<file path="config.mk">
export PLATFORM = sky130hd
export DESIGN_NAME = card_board_store_flat
export DESIGN_NICKNAME = d
export VERILOG_FILES = /design/src/rtl/card_board_store_if.sv /design/src/rtl/card_board_store.sv /design/src/flat_wrapper.sv
export SDC_FILE = /design/constraint.sdc
export NUM_CORES = 1
export LEC_CHECK = 0
export CELL_PAD_IN_SITES_DETAIL_PLACEMENT = 1
export CELL_PAD_IN_SITES_GLOBAL_PLACEMENT = 2
export CORE_MARGIN = 2
export CORE_UTILIZATION = 30
export DETAILED_ROUTE_END_ITERATION = 10
export PLACE_DENSITY_LB_ADDON = 0.1
export SYNTH_ARGS = -nofsm -noshare
export SYNTH_HDL_FRONTEND = slang
export SYNTH_SLANG_ARGS = --single-unit
</file>
<file path="constraint.sdc">
create_clock -name i_clk -period 6.9 [get_ports i_clk]
set_input_delay 1.38 -clock i_clk [delete_from_list [all_inputs] [get_ports i_clk]]
set_output_delay 1.38 -clock i_clk [all_outputs]
set_load 0.05 [all_outputs]
</file>
<file path="src/rtl/card_board_store_if.sv">
// Card board bus: game-side write port, debounced buttons, selection handshake
// and the display read port, bundled between the game/scanner and the board store.
interface card_board_store_if;
  logic       WriteEnable;
  logic [3:0] dataLoc;
  logic [5:0] dataIn;
  logic       BtnLeft;
  logic       BtnRight;
  logic       BtnUp;
  logic       BtnDown;
  logic       BtnSel;
  logic [3:0] CursorLoc;
  logic       Select;
  logic [5:0] CardSelectData;
  logic [3:0] CardSelectLoc;
  logic       SelReject;
  logic [3:0] RdAddr;
  logic [5:0] RdData;
  logic [4:0] RemovedCount;

  modport master (
    output WriteEnable, dataLoc, dataIn, BtnLeft, BtnRight, BtnUp, BtnDown,
           BtnSel, RdAddr,
    input  CursorLoc, Select, CardSelectData, CardSelectLoc, SelReject,
           RdData, RemovedCount
  );

  modport slave (
    input  WriteEnable, dataLoc, dataIn, BtnLeft, BtnRight, BtnUp, BtnDown,
           BtnSel, RdAddr,
    output CursorLoc, Select, CardSelectData, CardSelectLoc, SelReject,
           RdData, RemovedCount
  );
endinterface

</file>
<file path="src/rtl/card_board_store.sv">
// Board-side store for the card game: 16-entry board, 4x4 cursor, selection
// handshake with fixed-length Select strobe, removed-card counter and display read port.
module card_board_store #(
  parameter int SEL_HOLD  = 4,
  parameter int NUM_CARDS = 16
) (
  input  logic               i_clk,
  input  logic               i_reset,
  card_board_store_if.slave  bus
);
  localparam logic [0:0] ST_IDLE = 1'b0;
  localparam logic [0:0] ST_HOLD = 1'b1;
  localparam logic [1:0] STAT_HIDDEN  = 2'b01;
  localparam logic [1:0] STAT_REMOVED = 2'b10;

  logic [5:0] r_mem [NUM_CARDS];
  logic [5:0] r_rd_data;
  logic [4:0] r_removed_cnt;
  logic [3:0] r_cursor;
  logic [0:0] r_state;
  logic       r_select;
  logic [3:0] r_hold_cnt;
  logic [5:0] r_sel_data;
  logic [3:0] r_sel_loc;
  logic       r_sel_reject;

  logic [5:0] w_old_entry;
  logic [5:0] w_cur_entry;
  logic       w_old_removed;
  logic       w_new_removed;
  logic [4:0] w_removed_next;
  logic [3:0] w_cursor_next;

  assign w_old_entry   = r_mem[bus.dataLoc];
  assign w_cur_entry   = r_mem[r_cursor];
  assign w_old_removed = (w_old_entry[5:4] == STAT_REMOVED);
  assign w_new_removed = (bus.dataIn[5:4] == STAT_REMOVED);

  // Removed counter tracks status transitions into/out of "removed", saturating both ends
  always_comb begin
    w_removed_next = r_removed_cnt;
    if (bus.WriteEnable) begin
      if (!w_old_removed && w_new_removed && (r_removed_cnt != 5'd16)) begin
        w_removed_next = r_removed_cnt + 5'd1;
      end else if (w_old_removed && !w_new_removed && (r_removed_cnt != 5'd0)) begin
        w_removed_next = r_removed_cnt - 5'd1;
      end else begin
        w_removed_next = r_removed_cnt;
      end
    end else begin
      w_removed_next = r_removed_cnt;
    end
  end

  // Cursor moves wrap within the row/column; one pulse per cycle, frozen during Select
  always_comb begin
    w_cursor_next = r_cursor;
    if (r_select) begin
      w_cursor_next = r_cursor;
    end else if (bus.BtnLeft) begin
      w_cursor_next = {r_cursor[3:2], r_cursor[1:0] - 2'd1};
    end else if (bus.BtnRight) begin
      w_cursor_next = {r_cursor[3:2], r_cursor[1:0] + 2'd1};
    end else if (bus.BtnUp) begin
      w_cursor_next = {r_cursor[3:2] - 2'd1, r_cursor[1:0]};
    end else if (bus.BtnDown) begin
      w_cursor_next = {r_cursor[3:2] + 2'd1, r_cursor[1:0]};
    end else begin
      w_cursor_next = r_cursor;
    end
  end

  // Board storage, display read (old data on same-address write) and removed counter
  always_ff @(posedge i_clk) begin
    if (i_reset) begin
      for (int i = 0; i < NUM_CARDS; i++) begin
        r_mem[i] <= 6'b110000;
      end
      r_rd_data     <= 6'd0;
      r_removed_cnt <= 5'd0;
      r_cursor      <= 4'd0;
    end else begin
      if (bus.WriteEnable) begin
        r_mem[bus.dataLoc] <= bus.dataIn;
      end
      r_rd_data     <= r_mem[bus.RdAddr];
      r_removed_cnt <= w_removed_next;
      r_cursor      <= w_cursor_next;
    end
  end

  // Selection handshake; the entry is judged on its pre-write contents
  always_ff @(posedge i_clk) begin
    if (i_reset) begin
      r_state      <= ST_IDLE;
      r_select     <= 1'b0;
      r_hold_cnt   <= 4'd0;
      r_sel_data   <= 6'd0;
      r_sel_loc    <= 4'd0;
      r_sel_reject <= 1'b0;
    end else begin
      r_sel_reject <= 1'b0;
      case (r_state)
        ST_IDLE: begin
          if (bus.BtnSel) begin
            if ((w_cur_entry[5:4] == STAT_HIDDEN) && !bus.WriteEnable) begin
              r_sel_data <= w_cur_entry;
              r_sel_loc  <= r_cursor;
              r_select   <= 1'b1;
              r_hold_cnt <= 4'(SEL_HOLD);
              r_state    <= ST_HOLD;
            end else begin
              r_sel_reject <= 1'b1;
            end
          end
        end
        ST_HOLD: begin
          if (r_hold_cnt == 4'd1) begin
            r_select   <= 1'b0;
            r_hold_cnt <= 4'd0;
            r_state    <= ST_IDLE;
          end else begin
            r_hold_cnt <= r_hold_cnt - 4'd1;
          end
        end
        default: begin
          r_select   <= 1'b0;
          r_hold_cnt <= 4'd0;
          r_state    <= ST_IDLE;
        end
      endcase
    end
  end

  assign bus.CursorLoc      = r_cursor;
  assign bus.Select         = r_select;
  assign bus.CardSelectData = r_sel_data;
  assign bus.CardSelectLoc  = r_sel_loc;
  assign bus.SelReject      = r_sel_reject;
  assign bus.RdData         = r_rd_data;
  assign bus.RemovedCount   = r_removed_cnt;
endmodule

</file>
<file path="src/flat_wrapper.sv">
// flat-port wrapper written by rule: the top's interface ports become plain ports
module card_board_store_flat 
#(
  parameter int SEL_HOLD  = 4,
  parameter int NUM_CARDS = 16
)
  (i_clk, i_reset, bus_WriteEnable, bus_dataLoc, bus_dataIn, bus_BtnLeft, bus_BtnRight, bus_BtnUp, bus_BtnDown, bus_BtnSel, bus_RdAddr, bus_CursorLoc, bus_Select, bus_CardSelectData, bus_CardSelectLoc, bus_SelReject, bus_RdData, bus_RemovedCount);
  card_board_store_if bus_i ();
  input  logic i_clk;
  input  logic i_reset;
  input wire logic [$bits(bus_i.WriteEnable)-1:0] bus_WriteEnable;
  input wire logic [$bits(bus_i.dataLoc)-1:0] bus_dataLoc;
  input wire logic [$bits(bus_i.dataIn)-1:0] bus_dataIn;
  input wire logic [$bits(bus_i.BtnLeft)-1:0] bus_BtnLeft;
  input wire logic [$bits(bus_i.BtnRight)-1:0] bus_BtnRight;
  input wire logic [$bits(bus_i.BtnUp)-1:0] bus_BtnUp;
  input wire logic [$bits(bus_i.BtnDown)-1:0] bus_BtnDown;
  input wire logic [$bits(bus_i.BtnSel)-1:0] bus_BtnSel;
  input wire logic [$bits(bus_i.RdAddr)-1:0] bus_RdAddr;
  output wire logic [$bits(bus_i.CursorLoc)-1:0] bus_CursorLoc;
  output wire logic [$bits(bus_i.Select)-1:0] bus_Select;
  output wire logic [$bits(bus_i.CardSelectData)-1:0] bus_CardSelectData;
  output wire logic [$bits(bus_i.CardSelectLoc)-1:0] bus_CardSelectLoc;
  output wire logic [$bits(bus_i.SelReject)-1:0] bus_SelReject;
  output wire logic [$bits(bus_i.RdData)-1:0] bus_RdData;
  output wire logic [$bits(bus_i.RemovedCount)-1:0] bus_RemovedCount;
  assign bus_i.WriteEnable = bus_WriteEnable;
  assign bus_i.dataLoc = bus_dataLoc;
  assign bus_i.dataIn = bus_dataIn;
  assign bus_i.BtnLeft = bus_BtnLeft;
  assign bus_i.BtnRight = bus_BtnRight;
  assign bus_i.BtnUp = bus_BtnUp;
  assign bus_i.BtnDown = bus_BtnDown;
  assign bus_i.BtnSel = bus_BtnSel;
  assign bus_i.RdAddr = bus_RdAddr;
  assign bus_CursorLoc = bus_i.CursorLoc;
  assign bus_Select = bus_i.Select;
  assign bus_CardSelectData = bus_i.CardSelectData;
  assign bus_CardSelectLoc = bus_i.CardSelectLoc;
  assign bus_SelReject = bus_i.SelReject;
  assign bus_RdData = bus_i.RdData;
  assign bus_RemovedCount = bus_i.RemovedCount;
  card_board_store #(.SEL_HOLD(SEL_HOLD), .NUM_CARDS(NUM_CARDS)) u_core (.i_clk(i_clk), .i_reset(i_reset), .bus(bus_i));
endmodule
</file>
==> impl_metrics.env <==
export IMPL_status="finished clean"
export IMPL_netlist_area_um2=6910
export IMPL_final_nets=566
export IMPL_worst_slew_margin_rel_pct=26.8
export IMPL_synth_nets=527
export IMPL_start_util_pct=30.5
export IMPL_die_w_um=156
export IMPL_p_int_w=0.00159
export IMPL_ir_drop_mv=0.140
export IMPL_syn_to_final_growth_pct=19.3
export IMPL_path_buf_inv=1
export IMPL_drcViolationCount=0
export IMPL_clkPwrFrac_pct=41.9
export IMPL_cts_buffers=17
export IMPL_seqCellArea_um2=3520
export IMPL_fin_ws_ns=2.26
export IMPL_cts_num_sinks=128
export IMPL_synth_avg_cell_area_um2=13.8
export IMPL_worst_pin_slew_ns=1.09
export IMPL_drt_iter0_drc=182
export IMPL_htree_levels=4
export IMPL_async_reset_ff_share_pct=0
export IMPL_switching_power_w=0.000620
export IMPL_via_count=4350
export IMPL_gp_congestion=0.794
export IMPL_viasPerCell=5.20
export IMPL_worstSkewPairLatency_ns=0.42
export IMPL_dieHeight_um=156
export IMPL_grt_pass1_vias=4684
export IMPL_ios=49
export IMPL_grt_pass1_wl_um=29300
export IMPL_place_ws_ns=1.80
export IMPL_worstPathArrival_ns=4.95
export IMPL_period_share_pct=67.3
export IMPL_ys_seq_elements=128
export IMPL_yosys_warnings=0
export IMPL_cts_hold_buf=0
export IMPL_whs_ns=0.448
export IMPL_pwr_share_comb_pct=16.6
export IMPL_grt_max_degree=34
export IMPL_fin_crit_ns=4.64
export IMPL_worstPathCellList="clkdlybuf4s50_1, mux4_1, mux2i_1, a2111oi_4, a31oi_4, nand2_1, ha_1, nor2b_1, o21ai_0, nand2b_1, nor2b_1, mux2i_1, mux2_2"
export IMPL_crit_slowest_cell="clkdlybuf4s50_1"
export IMPL_post_cts_buffers=0
export IMPL_finalHoldViolations=0
export IMPL_multi_input_area_um2=3180
export IMPL_yosys_most_used_dff="edfxtp_1"
export IMPL_critPathLaunchType="input port"
export IMPL_std_cell_rows=55
export IMPL_portBuffers=48
export IMPL_rsz0062_at_grt="false"
export IMPL_crit_fanout=12
export IMPL_netlist_instances=499
export IMPL_setup_tns_ns=0
export IMPL_p_per_area_nw_per_um2=268
export IMPL_cts_tree="yes"
export IMPL_fin_skew_ns=0.00857
export IMPL_clk_pin_slew_ns=0.06
export IMPL_p_leak_nw=2.79
export IMPL_clock_fmax_ghz=0.215
export IMPL_slowest_delay_ns=0.82
export IMPL_cp_end_kind="flop"
export IMPL_drv_slew=0
export IMPL_antenna_found_initial=1
export IMPL_cp_data_required_time_ns=7.21
export IMPL_root_buffer="clkbuf_16"
export IMPL_finalSetupViolations=0
export IMPL_core_area_um2=22600
export IMPL_synth_edf_count=96
export IMPL_power_total_w=0.00221
export IMPL_clockBufferDepth=2
export IMPL_switching_share_pct=28.1
export IMPL_grt_overflow_total=0
export IMPL_drv_cap=0
export IMPL_cp_top_family="multiplexers"
export IMPL_dieArea_um2=24300
export IMPL_grt_total_usage_pct=16.6
export IMPL_dp_hpwl_um=13900
export IMPL_synth_distinct_cells=42
export IMPL_wl_per_cell_um=23.1
export IMPL_hold_path_class="flop to flop"
export IMPL_drt_wl_total_um=19300
export IMPL_fill_cells=2357
export IMPL_num_antenna_cells=0
export IMPL_ant_nets=0
export IMPL_pwr_share_seq_pct=41.5
export IMPL_finish_utilization_pct=36.4
export IMPL_cts_resized=0
export IMPL_drive_gt1_share_pct=21.4
export IMPL_first_pass_iters=4
export IMPL_critPathKind="input port to flop"
export IMPL_seq_area_frac_synth_pct=51.0
-- metrics by stage --
step | cells | instance area (um^2)
floorplan | 499 | 6910
global placement | 804 | 7640
detailed placement | 804 | 7640
CTS | 836 | 8240
global route | 836 | 8240
finish | 836 | 8240
-- layer usage --
metal  share of wire, %  up-vias  track usage, %
li1                   -     1982               -
met1                 45     2277            21.0
met2                 51       66            28.6
met3                2.3       25            2.89
met4                1.9        0            6.12
met5                  0        -               0
-- flip-flops by register name (all words and copies together), names as in the netlist --
register                   count
u_core.r_mem                  96
u_core.bus.CursorLoc           4
u_core.bus.SelReject           1
u_core.bus.CardSelectLoc       4
u_core.r_hold_cnt              4
u_core.bus.Select              1
u_core.bus.CardSelectData      6
u_core.r_state                 1
u_core.bus.RdData              6
u_core.bus.RemovedCount        5
-- power groups by stage --
stage	registers, W	logic (W)	clock network, W
2_1_floorplan	0.000960	0.000218	0
3_3_place_gp	0.000930	0.000371	0
3_5_place_dp	0.000932	0.000372	0
4_1_cts	0.000916	0.000373	0.000941
5_1_grt	0.000923	0.000395	0.000975
6_report	0.000916	0.000366	0.000927
-- cell families after synthesis --
logic type / share of synthesized area (%)
AOI/OAI and AO/OA: 3.80
adders and majority gates: 1.20
and+or+nand+nor: 15.5
buffers and inverters: 2.97
xor gates and xnor gates: 0.634
muxes: 24.9
DFF: 51.0
-- synthesized netlist by cell type (2+ instances only) --
cell / number / area share, %
nor2b_1: 7 / 0.63
xor2_1: 2 / 0.25
or3b_1: 2 / 0.25
o31ai_1: 2 / 0.22
mux4_1: 6 / 2.3
buf_6: 3 / 0.49
xnor2_1: 3 / 0.38
a21oi_1: 10 / 0.72
nand3b_1: 4 / 0.43
mux2_4: 3 / 0.65
dfxtp_1: 32 / 9.3
clkbuf_1: 24 / 1.3
mux2_2: 2 / 0.33
buf_2: 5 / 0.36
or2_2: 4 / 0.36
nand2_1: 16 / 0.87
ha_1: 5 / 0.91
nor3_1: 6 / 0.43
o21ai_0: 20 / 1.4
nand2b_1: 14 / 1.3
nand3_1: 4 / 0.29
and2_1: 71 / 6.4
nor4_1: 2 / 0.18
inv_1: 8 / 0.43
buf_1: 5 / 0.27
or3_1: 27 / 2.4
mux2i_1: 12 / 1.7
a21o_1: 2 / 0.22
mux4_2: 60 / 20
nor2_1: 31 / 1.7
edfxtp_1: 96 / 42
-- cell type report --
class,instances,area share (%)
tap,285,4.33
clock inverter,15,2.10
timing repair buffer,58,6.68
multi-input combinational,325,38.6
clock buffer,17,5.16
inverter,8,0.365
sequential,128,42.8
-- cell usage in the layout (no fill, tap or decap), types with 7 or more instances in the layout --
cell type,instances
dfxtp_1,31
and2_1,71
a21oi_1,10
edfxtp_1,96
buf_4,10
inv_1,8
nor2b_1,7
mux4_2,60
or3_1,27
nand2_1,16
mux2i_1,12
clkbuf_16,17
clkdlybuf4s50_1,47
o21ai_0,20
nor2_1,31
nand2b_1,14
-- worst min-delay path: stages (launching register included) --
cell	delay (ns)
dfxtp_1	0.31
inv_1	0.05
a21oi_1	0.05
-- worst paths after layout --
| check | start | endpoint | slack (ns) | cells after the start |
|---|---|---|---|---|
| worst max-delay path | bus_dataLoc[0] | u_core.bus.RemovedCount[4] | 2.26 | 13 |
| worst min-delay path | u_core.bus.CardSelectData[4] | u_core.bus.CardSelectData[4] | 0.45 | 2 |
| worst max register to register | u_core.r_mem[10][5] | u_core.bus.RemovedCount[4] | 3.69 | 12 |
| worst min register to register | u_core.bus.CardSelectData[4] | u_core.bus.CardSelectData[4] | 0.45 | 2 |
Note: power is estimated with default switching activity, not from simulation.
